[src/rtl/irq_ctrl_pkg.sv]
// rtl/irq_ctrl_pkg.sv - register offsets, response codes and FSM states for irq_ctrl
package irq_ctrl_pkg;

  localparam logic [1:0] REG_STATUS  = 2'd0;  // 0x00
  localparam logic [1:0] REG_ENABLE  = 2'd1;  // 0x04
  localparam logic [1:0] REG_PENDING = 2'd2;  // 0x08
  localparam logic [1:0] REG_MODE    = 2'd3;  // 0x0C

  localparam logic [1:0] RESP_OKAY   = 2'b00;
  localparam logic [1:0] RESP_SLVERR = 2'b10;

  typedef enum logic {WR_IDLE, WR_RESP} wr_state_t;
  typedef enum logic {RD_IDLE, RD_DATA} rd_state_t;

  // Address hits the 16-byte register window and is word aligned
  function automatic logic addr_ok(input logic [31:0] addr);
    return (addr[31:4] == 28'd0) && (addr[1:0] == 2'b00);
  endfunction

  // Expand the four byte strobes into a 32-bit bit mask
  function automatic logic [31:0] strb_mask(input logic [3:0] strb);
    return {{8{strb[3]}}, {8{strb[2]}}, {8{strb[1]}}, {8{strb[0]}}};
  endfunction

endpackage

[src/rtl/irq_sync_edge.sv]
// rtl/irq_sync_edge.sv - two-flop synchronizer with rising-edge detect for one irq line
module irq_sync_edge (
  input  logic clk,
  input  logic rst,
  input  logic src,
  output logic level,
  output logic rise
);

  logic meta;
  logic sync;
  logic prev;

  // Two-stage synchronizer followed by a history flop for edge detection
  always_ff @(posedge clk or negedge rst) begin
    if (!rst) begin
      meta <= 1'b0;
      sync <= 1'b0;
      prev <= 1'b0;
    end else begin
      meta <= src;
      sync <= meta;
      prev <= sync;
    end
  end

  assign level = sync;
  assign rise  = sync & ~prev;

endmodule

[src/rtl/irq_ctrl.sv]
// rtl/irq_ctrl.sv - interrupt controller with AXI4-Lite register access
module irq_ctrl
  import irq_ctrl_pkg::*;
#(
  parameter int N_SRC  = 4,
  parameter int ADDR_W = 8
) (
  input  logic              clk,
  input  logic              rst,
  input  logic [N_SRC-1:0]  irq_src,
  output logic              irq_out,
  input  logic [ADDR_W-1:0] s_axi_awaddr,
  input  logic              s_axi_awvalid,
  output logic              s_axi_awready,
  input  logic [31:0]       s_axi_wdata,
  input  logic [3:0]        s_axi_wstrb,
  input  logic              s_axi_wvalid,
  output logic              s_axi_wready,
  output logic [1:0]        s_axi_bresp,
  output logic              s_axi_bvalid,
  input  logic              s_axi_bready,
  input  logic [ADDR_W-1:0] s_axi_araddr,
  input  logic              s_axi_arvalid,
  output logic              s_axi_arready,
  output logic [31:0]       s_axi_rdata,
  output logic [1:0]        s_axi_rresp,
  output logic              s_axi_rvalid,
  input  logic              s_axi_rready
);

  // Bits at or above N_SRC are held at zero in every register
  localparam logic [31:0] SRC_MASK = (N_SRC >= 32) ? 32'hFFFF_FFFF
                                                   : ((32'd1 << N_SRC) - 32'd1);

  logic [N_SRC-1:0] sync_level;
  logic [N_SRC-1:0] sync_rise;

  for (genvar i = 0; i < N_SRC; i++) begin : g_sync
    irq_sync_edge u_sync (
      .clk   (clk),
      .rst   (rst),
      .src   (irq_src[i]),
      .level (sync_level[i]),
      .rise  (sync_rise[i])
    );
  end

  logic [31:0] status_q;
  logic [31:0] enable_q;
  logic [31:0] mode_q;

  wr_state_t         wr_state;
  rd_state_t         rd_state;
  logic              aw_held;
  logic              w_held;
  logic [ADDR_W-1:0] awaddr_q;
  logic [31:0]       wdata_q;
  logic [3:0]        wstrb_q;

  logic              wr_fire;
  logic              wr_ok;
  logic [1:0]        wr_idx;
  logic [31:0]       wr_mask;
  logic [31:0]       set_vec;
  logic [31:0]       w1c_vec;
  logic              rd_ok;
  logic [31:0]       rd_val;

  // Decode the held write and form the per-bit set / clear vectors
  always_comb begin
    wr_fire = (wr_state == WR_IDLE) && aw_held && w_held;
    wr_ok   = addr_ok(32'(awaddr_q));
    wr_idx  = awaddr_q[3:2];
    wr_mask = strb_mask(wstrb_q);
    set_vec = '0;
    set_vec[N_SRC-1:0] = (mode_q[N_SRC-1:0] & sync_rise) |
                         (~mode_q[N_SRC-1:0] & sync_level);
    w1c_vec = '0;
    if (wr_fire && wr_ok && (wr_idx == REG_STATUS)) begin
      w1c_vec = wdata_q & wr_mask;
    end
  end

  // STATUS: W1C clear, then source set on top so a same-cycle set wins
  always_ff @(posedge clk or negedge rst) begin
    if (!rst) begin
      status_q <= '0;
    end else begin
      status_q <= ((status_q & ~w1c_vec) | set_vec) & SRC_MASK;
    end
  end

  // ENABLE and MODE: byte-lane gated read/write registers
  always_ff @(posedge clk or negedge rst) begin
    if (!rst) begin
      enable_q <= '0;
      mode_q   <= '0;
    end else if (wr_fire && wr_ok) begin
      if (wr_idx == REG_ENABLE) begin
        enable_q <= ((enable_q & ~wr_mask) | (wdata_q & wr_mask)) & SRC_MASK;
      end
      if (wr_idx == REG_MODE) begin
        mode_q <= ((mode_q & ~wr_mask) | (wdata_q & wr_mask)) & SRC_MASK;
      end
    end
  end

  // Combined interrupt output, registered
  always_ff @(posedge clk or negedge rst) begin
    if (!rst) begin
      irq_out <= 1'b0;
    end else begin
      irq_out <= |(status_q & enable_q);
    end
  end

  // Write FSM: collect AW and W independently, update, then hold the response
  always_ff @(posedge clk or negedge rst) begin
    if (!rst) begin
      wr_state      <= WR_IDLE;
      s_axi_awready <= 1'b0;
      s_axi_wready  <= 1'b0;
      s_axi_bvalid  <= 1'b0;
      s_axi_bresp   <= RESP_OKAY;
      aw_held       <= 1'b0;
      w_held        <= 1'b0;
      awaddr_q      <= '0;
      wdata_q       <= '0;
      wstrb_q       <= '0;
    end else begin
      case (wr_state)
        WR_IDLE: begin
          if (aw_held && w_held) begin
            aw_held       <= 1'b0;
            w_held        <= 1'b0;
            s_axi_awready <= 1'b0;
            s_axi_wready  <= 1'b0;
            s_axi_bvalid  <= 1'b1;
            s_axi_bresp   <= wr_ok ? RESP_OKAY : RESP_SLVERR;
            wr_state      <= WR_RESP;
          end else begin
            if (s_axi_awvalid && s_axi_awready) begin
              awaddr_q      <= s_axi_awaddr;
              aw_held       <= 1'b1;
              s_axi_awready <= 1'b0;
            end else begin
              s_axi_awready <= !aw_held;
            end
            if (s_axi_wvalid && s_axi_wready) begin
              wdata_q      <= s_axi_wdata;
              wstrb_q      <= s_axi_wstrb;
              w_held       <= 1'b1;
              s_axi_wready <= 1'b0;
            end else begin
              s_axi_wready <= !w_held;
            end
          end
        end
        WR_RESP: begin
          if (s_axi_bready) begin
            s_axi_bvalid  <= 1'b0;
            s_axi_awready <= 1'b1;
            s_axi_wready  <= 1'b1;
            wr_state      <= WR_IDLE;
          end
        end
        default: wr_state <= WR_IDLE;
      endcase
    end
  end

  // Read data mux; sees register values before any same-cycle write
  always_comb begin
    rd_ok  = addr_ok(32'(s_axi_araddr));
    rd_val = '0;
    case (s_axi_araddr[3:2])
      REG_STATUS:  rd_val = status_q;
      REG_ENABLE:  rd_val = enable_q;
      REG_PENDING: rd_val = status_q & enable_q;
      REG_MODE:    rd_val = mode_q;
      default:     rd_val = '0;
    endcase
    if (!rd_ok) begin
      rd_val = '0;
    end
  end

  // Read FSM: capture data on the AR handshake and hold it until rready
  always_ff @(posedge clk or negedge rst) begin
    if (!rst) begin
      rd_state      <= RD_IDLE;
      s_axi_arready <= 1'b0;
      s_axi_rvalid  <= 1'b0;
      s_axi_rdata   <= '0;
      s_axi_rresp   <= RESP_OKAY;
    end else begin
      case (rd_state)
        RD_IDLE: begin
          if (s_axi_arvalid && s_axi_arready) begin
            s_axi_rdata   <= rd_val;
            s_axi_rresp   <= rd_ok ? RESP_OKAY : RESP_SLVERR;
            s_axi_rvalid  <= 1'b1;
            s_axi_arready <= 1'b0;
            rd_state      <= RD_DATA;
          end else begin
            s_axi_arready <= 1'b1;
          end
        end
        RD_DATA: begin
          if (s_axi_rready) begin
            s_axi_rvalid  <= 1'b0;
            s_axi_arready <= 1'b1;
            rd_state      <= RD_IDLE;
          end
        end
        default: rd_state <= RD_IDLE;
      endcase
    end
  end

endmodule

[config.mk]
export PLATFORM = sky130hd
export DESIGN_NAME = irq_ctrl
export DESIGN_NICKNAME = d
export VERILOG_FILES = /design/src/rtl/irq_ctrl_pkg.sv /design/src/rtl/irq_sync_edge.sv /design/src/rtl/irq_ctrl.sv
export SDC_FILE = /design/constraint.sdc
export NUM_CORES = 1
export LEC_CHECK = 0
export ABC_AREA = 1
export CAP_MARGIN = 20
export CORE_ASPECT_RATIO = 0.9
export CORE_MARGIN = 2
export CORE_UTILIZATION = 45
export DETAILED_ROUTE_END_ITERATION = 8
export HOLD_SLACK_MARGIN = 0.02
export PLACE_DENSITY = 0.94
export SETUP_SLACK_MARGIN = 0.5
export SLEW_MARGIN = 20
export SYNTH_ARGS = -nofsm -noshare
export SYNTH_HDL_FRONTEND = slang
export SYNTH_SLANG_ARGS = --single-unit
export TNS_END_PERCENT = 30
[constraint.sdc]
create_clock -name clk -period 1.65 [get_ports clk]
set_input_delay 0.33 -clock clk [delete_from_list [all_inputs] [get_ports clk]]
set_output_delay 0.33 -clock clk [all_outputs]
set_load 0.05 [all_outputs]
==> impl_metrics.py, run 1 <==
metrics = {
    "route": {
        "drcViolationCount": 0,
        "postRouteAntennaNets": 0,
        "drt_iter0_drc": 122,
        "num_vias": 1800,
        "vias_per_cell": 4.64,
        "finalWirelength_mm": 4.55,
        "wl_per_cell_um": 11.7,
        "drt_pass1_iterations": 4,
    },
    "synth": {
        "avgSynthCellArea_um2": 9.28,
        "ys_seq_area_share_pct": 54.8,
        "yosysWarnings": 0,
        "netlist_area_um2": 2420,
        "synthArstFlopShare_pct": 100,
        "synth_ff_type": "dfrtp_1",
        "syn_inst": 261,
        "synth-edff-count": 0,
        "synth-seq-cells": 53,
        "synth_cell_type_count": 24,
    },
    "worst_setup_path": {
        "critPathKind": "reg -> reg",
        "critPathCaptureType": "flop",
        "rr_startpoint": "awaddr_q[4]",
        "reg2reg_depth": 5,
        "start_kind": "flop",
        "cp.required_ns": 1.85,
        "critPathMaxFanout": 8,
        "r2r_slack_ns": 0.41,
        "critPathArrivalTime_ns": 1.44,
    },
    "cts": {
        "path_clk_slew_ns": 0.09,
        "clock_sinks": 53,
        "cts-buffers-inserted": 5,
        "clock_path_buffers": 2,
        "insertion_delay_ns": 0.32,
        "cts_tree": "built",
        "htree_levels": 2,
        "root_buffer": "clkbuf_8",
    },
    "timing": {
        "fmax_ghz": 0.806,
        "fin_worst_skew_ns": 0.0165,
        "min_period_ns": 1.24,
        "rsz0062_at_grt": "yes",
        "post-route-period-util_pct": 75.2,
        "fin_tns_setup_ns": 0,
        "setup_viol": 0,
        "finalHoldViolCount": 0,
        "maxSlewViolCount": 0,
    },
    "floorplan": {
        "die_h_um": 73.6,
        "start_util_pct": 46.3,
        "die_w_um": 81.3,
        "coreArea_um2": 5220,
        "io_pins": 105,
        "die-area_um2": 5980,
        "num_rows": 25,
    },
    "cells_and_area": {
        "post-route-util_pct": 59.3,
        "diodes": 0,
        "drive_above_1_share_pct": 19.9,
        "fillers": 440,
        "area_growth_pct": 28.0,
        "final_area_um2": 3100,
        "final_nets": 383,
        "final_cells": 388,
    },
    "run": {
        "maxCapViolCount": 0,
    },
    "placement": {
        "dp_cells": 373,
        "placed_cell_area_um2": 2840,
        "place_congestion": 0.837,
        "place_hpwl_mm": 3.30,
        "port_buffers": 43,
    },
    "global_route": {
        "first_global_vias": 1705,
        "grt_usage_pct": 16.6,
        "grt_max_degree": 35,
        "grt_overflow": 0,
        "grt_antenna_before_repair": 0,
        "grt_pass1_wl_mm": 7.58,
    },
    "power_and_ir_drop": {
        "fin_total_pwr_mw": 4.88,
        "p_leak_nw": 1.53,
        "cellPowerDensity_nw_per_um2": 1570,
        "ir_drop_uv": 1050,
    },
    "worst_hold_path": {
        "hp-class": "reg -> reg",
        "holdCritStartpoint": "g_sync[2].u_sync.meta",
        "holdPathEnd": "g_sync[2].u_sync.level",
        "whs_path_depth": 0,
    },
    "run_status": {
        "status": "completed",
    },
}
==> power by group <==
group | switching, mW | internal, mW | total, mW
registers | 0.318 | 1.67 | 1.99
logic | 1.30 | 0.700 | 2.00
clock network | 0.438 | 0.454 | 0.892
==> final cells by class <==
type / instances / area (um^2) / share of cell area, %
multi-input combinational: 188 / 977 / 31.5
inverter: 19 / 71.3 / 2.30
sequential: 53 / 1330 / 43.0
tap: 67 / 83.8 / 2.70
clock buffer: 5 / 68.8 / 2.22
timing repair buffer: 53 / 520 / 16.8
clock inverter: 3 / 46.3 / 1.49
==> synthesized netlist by cell type, types with 3 or more instances <==
| cell | number | area share, % |
|---|---|---|
| nand2_1 | 65 | 10 |
| inv_1 | 16 | 2.5 |
| nor2_2 | 3 | 0.78 |
| o21ai_1 | 9 | 1.9 |
| dfrtp_1 | 53 | 55 |
| nand3_1 | 24 | 5.0 |
| nand4_1 | 6 | 1.6 |
| a21oi_1 | 12 | 2.5 |
| or2_0 | 3 | 0.78 |
| buf_4 | 30 | 9.3 |
| inv_2 | 3 | 0.47 |
| nor2_1 | 20 | 3.1 |
==> cells in the final DEF, fill, tap and decap left out, types with 4 or more instances in the layout <==
master and instances:
a21oi_1 12, buf_4 12, buf_6 8, clkbuf_8 5
clkdlybuf4s50_1 28, conb_1 30, dfrtp_1 49, dfrtp_2 4
inv_1 16, nand2_1 62, nand2_2 5, nand3_1 23
nand4_1 6, nor2_1 14, nor2_2 4, nor2_4 6
o21ai_1 8
==> critical path, stage by stage, from the launching register on <==
cell and delay, ns:
dfrtp_1 0.39, or2_4 0.27, nor2_8 0.18, nand3_4 0.13
nand2_2 0.10, o21ai_2 0.05
==> metrics by stage <==
step                hold slack (ns)  setup WS (ns)
finish                        0.355          0.409
CTS                           0.357          0.420
global route                  0.368          0.346
floorplan                    0.0344          0.483
detailed placement            0.310         0.0971
global placement              0.305          0.116
==> timing repair <==
item | 4_1_cts | 5_1_grt
gates resized for setup | 12 | 15
setup endpoints to repair | 34 | 43
cloned | 0 | 1
hold buffers | 1 | 0
buffers inserted | 4 | 1
endpoints found under the hold margin | 19 | 0
pin swaps | 2 | 6
==> logic make-up after synthesis <==
logic type | share of synthesized area, %
AOI/OAI and AO/OA | 5.06
buffers and inverters | 12.5
and+or+nand+nor | 27.5
other | 0.155
DFF | 54.8
==> metal layers <==
| metal | up-vias | GRT usage [%] | share of wire, % |
|---|---|---|---|
| met5 | - | 0 | 0 |
| met4 | 0 | 6.97 | 1.8 |
| met3 | 10 | 3.07 | 5.0 |
| met2 | 54 | 27.6 | 52 |
| met1 | 837 | 21.3 | 42 |
| li1 | 899 | - | - |
==> how the worst max path moves through the flow <==
stage | start | end | slack (ns) | depth (start not counted)
finish | awaddr_q[4] | flop | 0.41 | 5
global route | awaddr_q[5] | flop | 0.35 | 5
CTS | awaddr_q[6] | flop | 0.42 | 6
floorplan | s_axi_awready | awaddr_q[2] | 0.48 | 5
global placement | s_axi_araddr[3] | s_axi_rdata[1] | 0.12 | 6
detailed placement | s_axi_araddr[3] | s_axi_rdata[0] | 0.1 | 6
(Power assumes the default switching activity.)
==> run 2: changes to the inputs <==
--- a/config.mk
+++ b/config.mk
@@ -9,10 +9,10 @@
 export CAP_MARGIN = 20
 export CORE_ASPECT_RATIO = 0.9
 export CORE_MARGIN = 2
-export CORE_UTILIZATION = 45
+export CORE_UTILIZATION = 42
 export DETAILED_ROUTE_END_ITERATION = 8
 export HOLD_SLACK_MARGIN = 0.02
-export PLACE_DENSITY = 0.94
+export PLACE_DENSITY = 0.89
 export SETUP_SLACK_MARGIN = 0.5
 export SLEW_MARGIN = 20
 export SYNTH_ARGS = -nofsm -noshare
==> constraint.sdc (replaced) <==
create_clock -name clk -period 1.3 [get_ports clk]
set_input_delay 0.26 -clock clk [delete_from_list [all_inputs] [get_ports clk]]
set_output_delay 0.26 -clock clk [all_outputs]
set_load 0.05 [all_outputs]
==> run 2 against run 1 <==
  * The run now ends with hold timing left
  * Sequential cell count unchanged
  * Clock skew down 0.0062 ns
  * Routed wire length rose by 3.4%
  * Sequential share of layout area is 2.2 points lower
  * Clock power increased by 46%
  * Register-to-register slack lost 0.33 ns
  * Cell count rose by 1.0%
  * Worst hold slack worse by 0.46 ns
  * First-iteration DRC count fell by 8.2%
  * Sequential power is 30% higher
  * Via count is 2.5% higher
==> impl_metrics.py, run 2 (same netlist as run 1, synthesis figures left out) <==
metrics = {
    "run_status": {
        "status": "finished, violations left",
        "violations": "hold timing",
    },
    "cts": {
        "path_clk_slew_ns": 0.09,
        "htree_levels": 2,
        "cts-buffers-inserted": 5,
        "clock_sinks": 53,
        "cts_tree": "built",
        "insertion_delay_ns": 0.31,
        "clock_path_buffers": 2,
        "root_buffer": "clkbuf_8",
    },
    "floorplan": {
        "die_w_um": 84.0,
        "coreArea_um2": 5630,
        "die_h_um": 76.0,
        "die-area_um2": 6390,
        "num_rows": 26,
        "start_util_pct": 43.0,
        "io_pins": 105,
    },
    "timing": {
        "post-route-period-util_pct": 93.6,
        "fin_ws_ns": 0.0827,
        "fmax_ghz": 0.821,
        "fin_tns_setup_ns": 0,
        "holdWs_ns": -0.105,
        "maxSlewViolCount": 0,
        "fin_worst_skew_ns": 0.0103,
        "setup_viol": 0,
        "rsz0062_at_grt": "yes",
        "min_period_ns": 1.22,
        "finalHoldViolCount": 16,
    },
    "global_route": {
        "grt_overflow": 0,
        "grt_antenna_before_repair": 0,
        "grt_max_degree": 20,
        "grt_pass1_wl_mm": 8.10,
        "grt_usage_pct": 15.6,
        "first_global_vias": 1822,
    },
    "route": {
        "wl_met2_mm": 2.51,
        "wirelength_met1_mm": 1.84,
        "num_vias": 1845,
        "top_layer": "met4",
        "route.met3.wl_um": 251,
        "vias_per_cell": 4.71,
        "drt_pass1_iterations": 4,
        "finalWirelength_mm": 4.70,
        "drt_iter0_drc": 112,
        "postRouteAntennaNets": 0,
        "drcViolationCount": 0,
        "wl_per_cell_um": 12.0,
    },
    "cells_and_area": {
        "layout_common_cells": "nand2_1 (60), dfrtp_1 (49), conb_1 (30)",
        "fillers": 461,
        "area_growth_pct": 34.8,
        "final_area_um2": 3260,
        "layout_commonest_cell": "nand2_1",
        "final_cells": 392,
        "seq_area_um2": 1330,
        "final_nets": 384,
        "multi_input_area_um2": 970,
        "drive_above_1_share_pct": 20.8,
        "diodes": 0,
    },
    "power_and_ir_drop": {
        "seqPwrFrac_pct": 38.8,
        "p_int_mw": 4.02,
        "p_leak_nw": 1.60,
        "ir_drop_uv": 1680,
        "power_switching_mw": 2.63,
        "clockPowerShare_pct": 19.6,
        "switching_share_pct": 39.6,
        "power_frac_comb_pct": 41.7,
        "cellPowerDensity_nw_per_um2": 2040,
    },
    "worst_setup_path": {
        "critPathArrivalTime_ns": 1.41,
        "crit_chain": "or2_4, nor2_8, nand3_4, nand2_2, o21ai_1",
        "start_kind": "flop",
        "cp.required_ns": 1.49,
        "cp_slowest_cell": "dfrtp_1",
        "critPathMaxFanout": 8,
        "crit_path_max_incr_delay_ns": 0.39,
        "critPathKind": "reg -> reg",
        "critPathCaptureType": "flop",
    },
    "placement": {
        "place_congestion": 0.839,
        "placed_cell_area_um2": 3040,
        "dp_cells": 378,
        "port_buffers": 43,
        "place_hpwl_mm": 3.60,
        "dpl_worst_slack_ns": -0.186,
    },
    "run": {
        "maxCapViolCount": 0,
    },
    "worst_hold_path": {
        "hp-class": "in -> async",
    },
}
[run 2: path summary, 6_finish.rpt]
path | from | end | slack (ns) | cells after the start
hold reg to reg | g_sync[3].u_sync.meta | g_sync[3].u_sync.level | 0.35 | 0
setup / recovery | awaddr_q[5] | flop | 0.08 | 5
min in group clk | g_sync[3].u_sync.meta | g_sync[3].u_sync.level | 0.35 | 0
setup reg to reg | awaddr_q[5] | flop | 0.08 | 5
hold / removal | rst | wdata_q[3] | -0.11 | 1
max in group asynchronous | rst | awaddr_q[1] | 0.94 | 2
[run 2: critical path: cells and delay by family (launching register included)]
kind            cells  cell delay (ns)
compound gates      1             0.06
flops               1             0.39
simple gates        4             0.65
[run 2: stage by stage]
stage | power (mW) | util (%)
global placement | 5.08 | 54.0
detailed placement | 5.22 | 54.0
finish | 6.65 | 58.0
floorplan | 4.26 | -
CTS | 6.62 | 56.9
global route | 7.05 | 58.0
[run 2: metal layers]
| layer | track usage, % | up-vias |
|---|---|---|
| li1 | - | 899 |
| met1 | 19.2 | 868 |
| met2 | 26.7 | 64 |
| met3 | 4.33 | 14 |
| met4 | 5.00 | 0 |
| met5 | 0 | - |
[run 2: what timing repair did]
action / in CTS / in global routing
pin swaps: 6 / 4
setup buffers: 3 / 3
gates resized for setup: 6 / 9
hold endpoints to repair: 16 / 16
setup endpoints to repair: 51 / 52
[run 2: layout make-up]
type | count | share of cell area, %
sequential | 53 | 40.8
multi-input combinational | 187 | 29.7
timing repair buffer | 55 | 20.5
tap | 70 | 2.68
inverter | 19 | 2.19
clock buffer | 5 | 2.11
clock inverter | 3 | 1.99
[run 2: power by group through the flow]
| stage | Clock [mW] | Sequential [mW] | Combinational, mW |
|---|---|---|---|
| after floorplan | 0 | 2.82 | 1.45 |
| after detailed placement | 0 | 2.60 | 2.62 |
| after global routing | 1.41 | 2.64 | 3.00 |
| after CTS | 1.33 | 2.57 | 2.71 |
| after global placement | 0 | 2.57 | 2.51 |
| final | 1.30 | 2.58 | 2.77 |
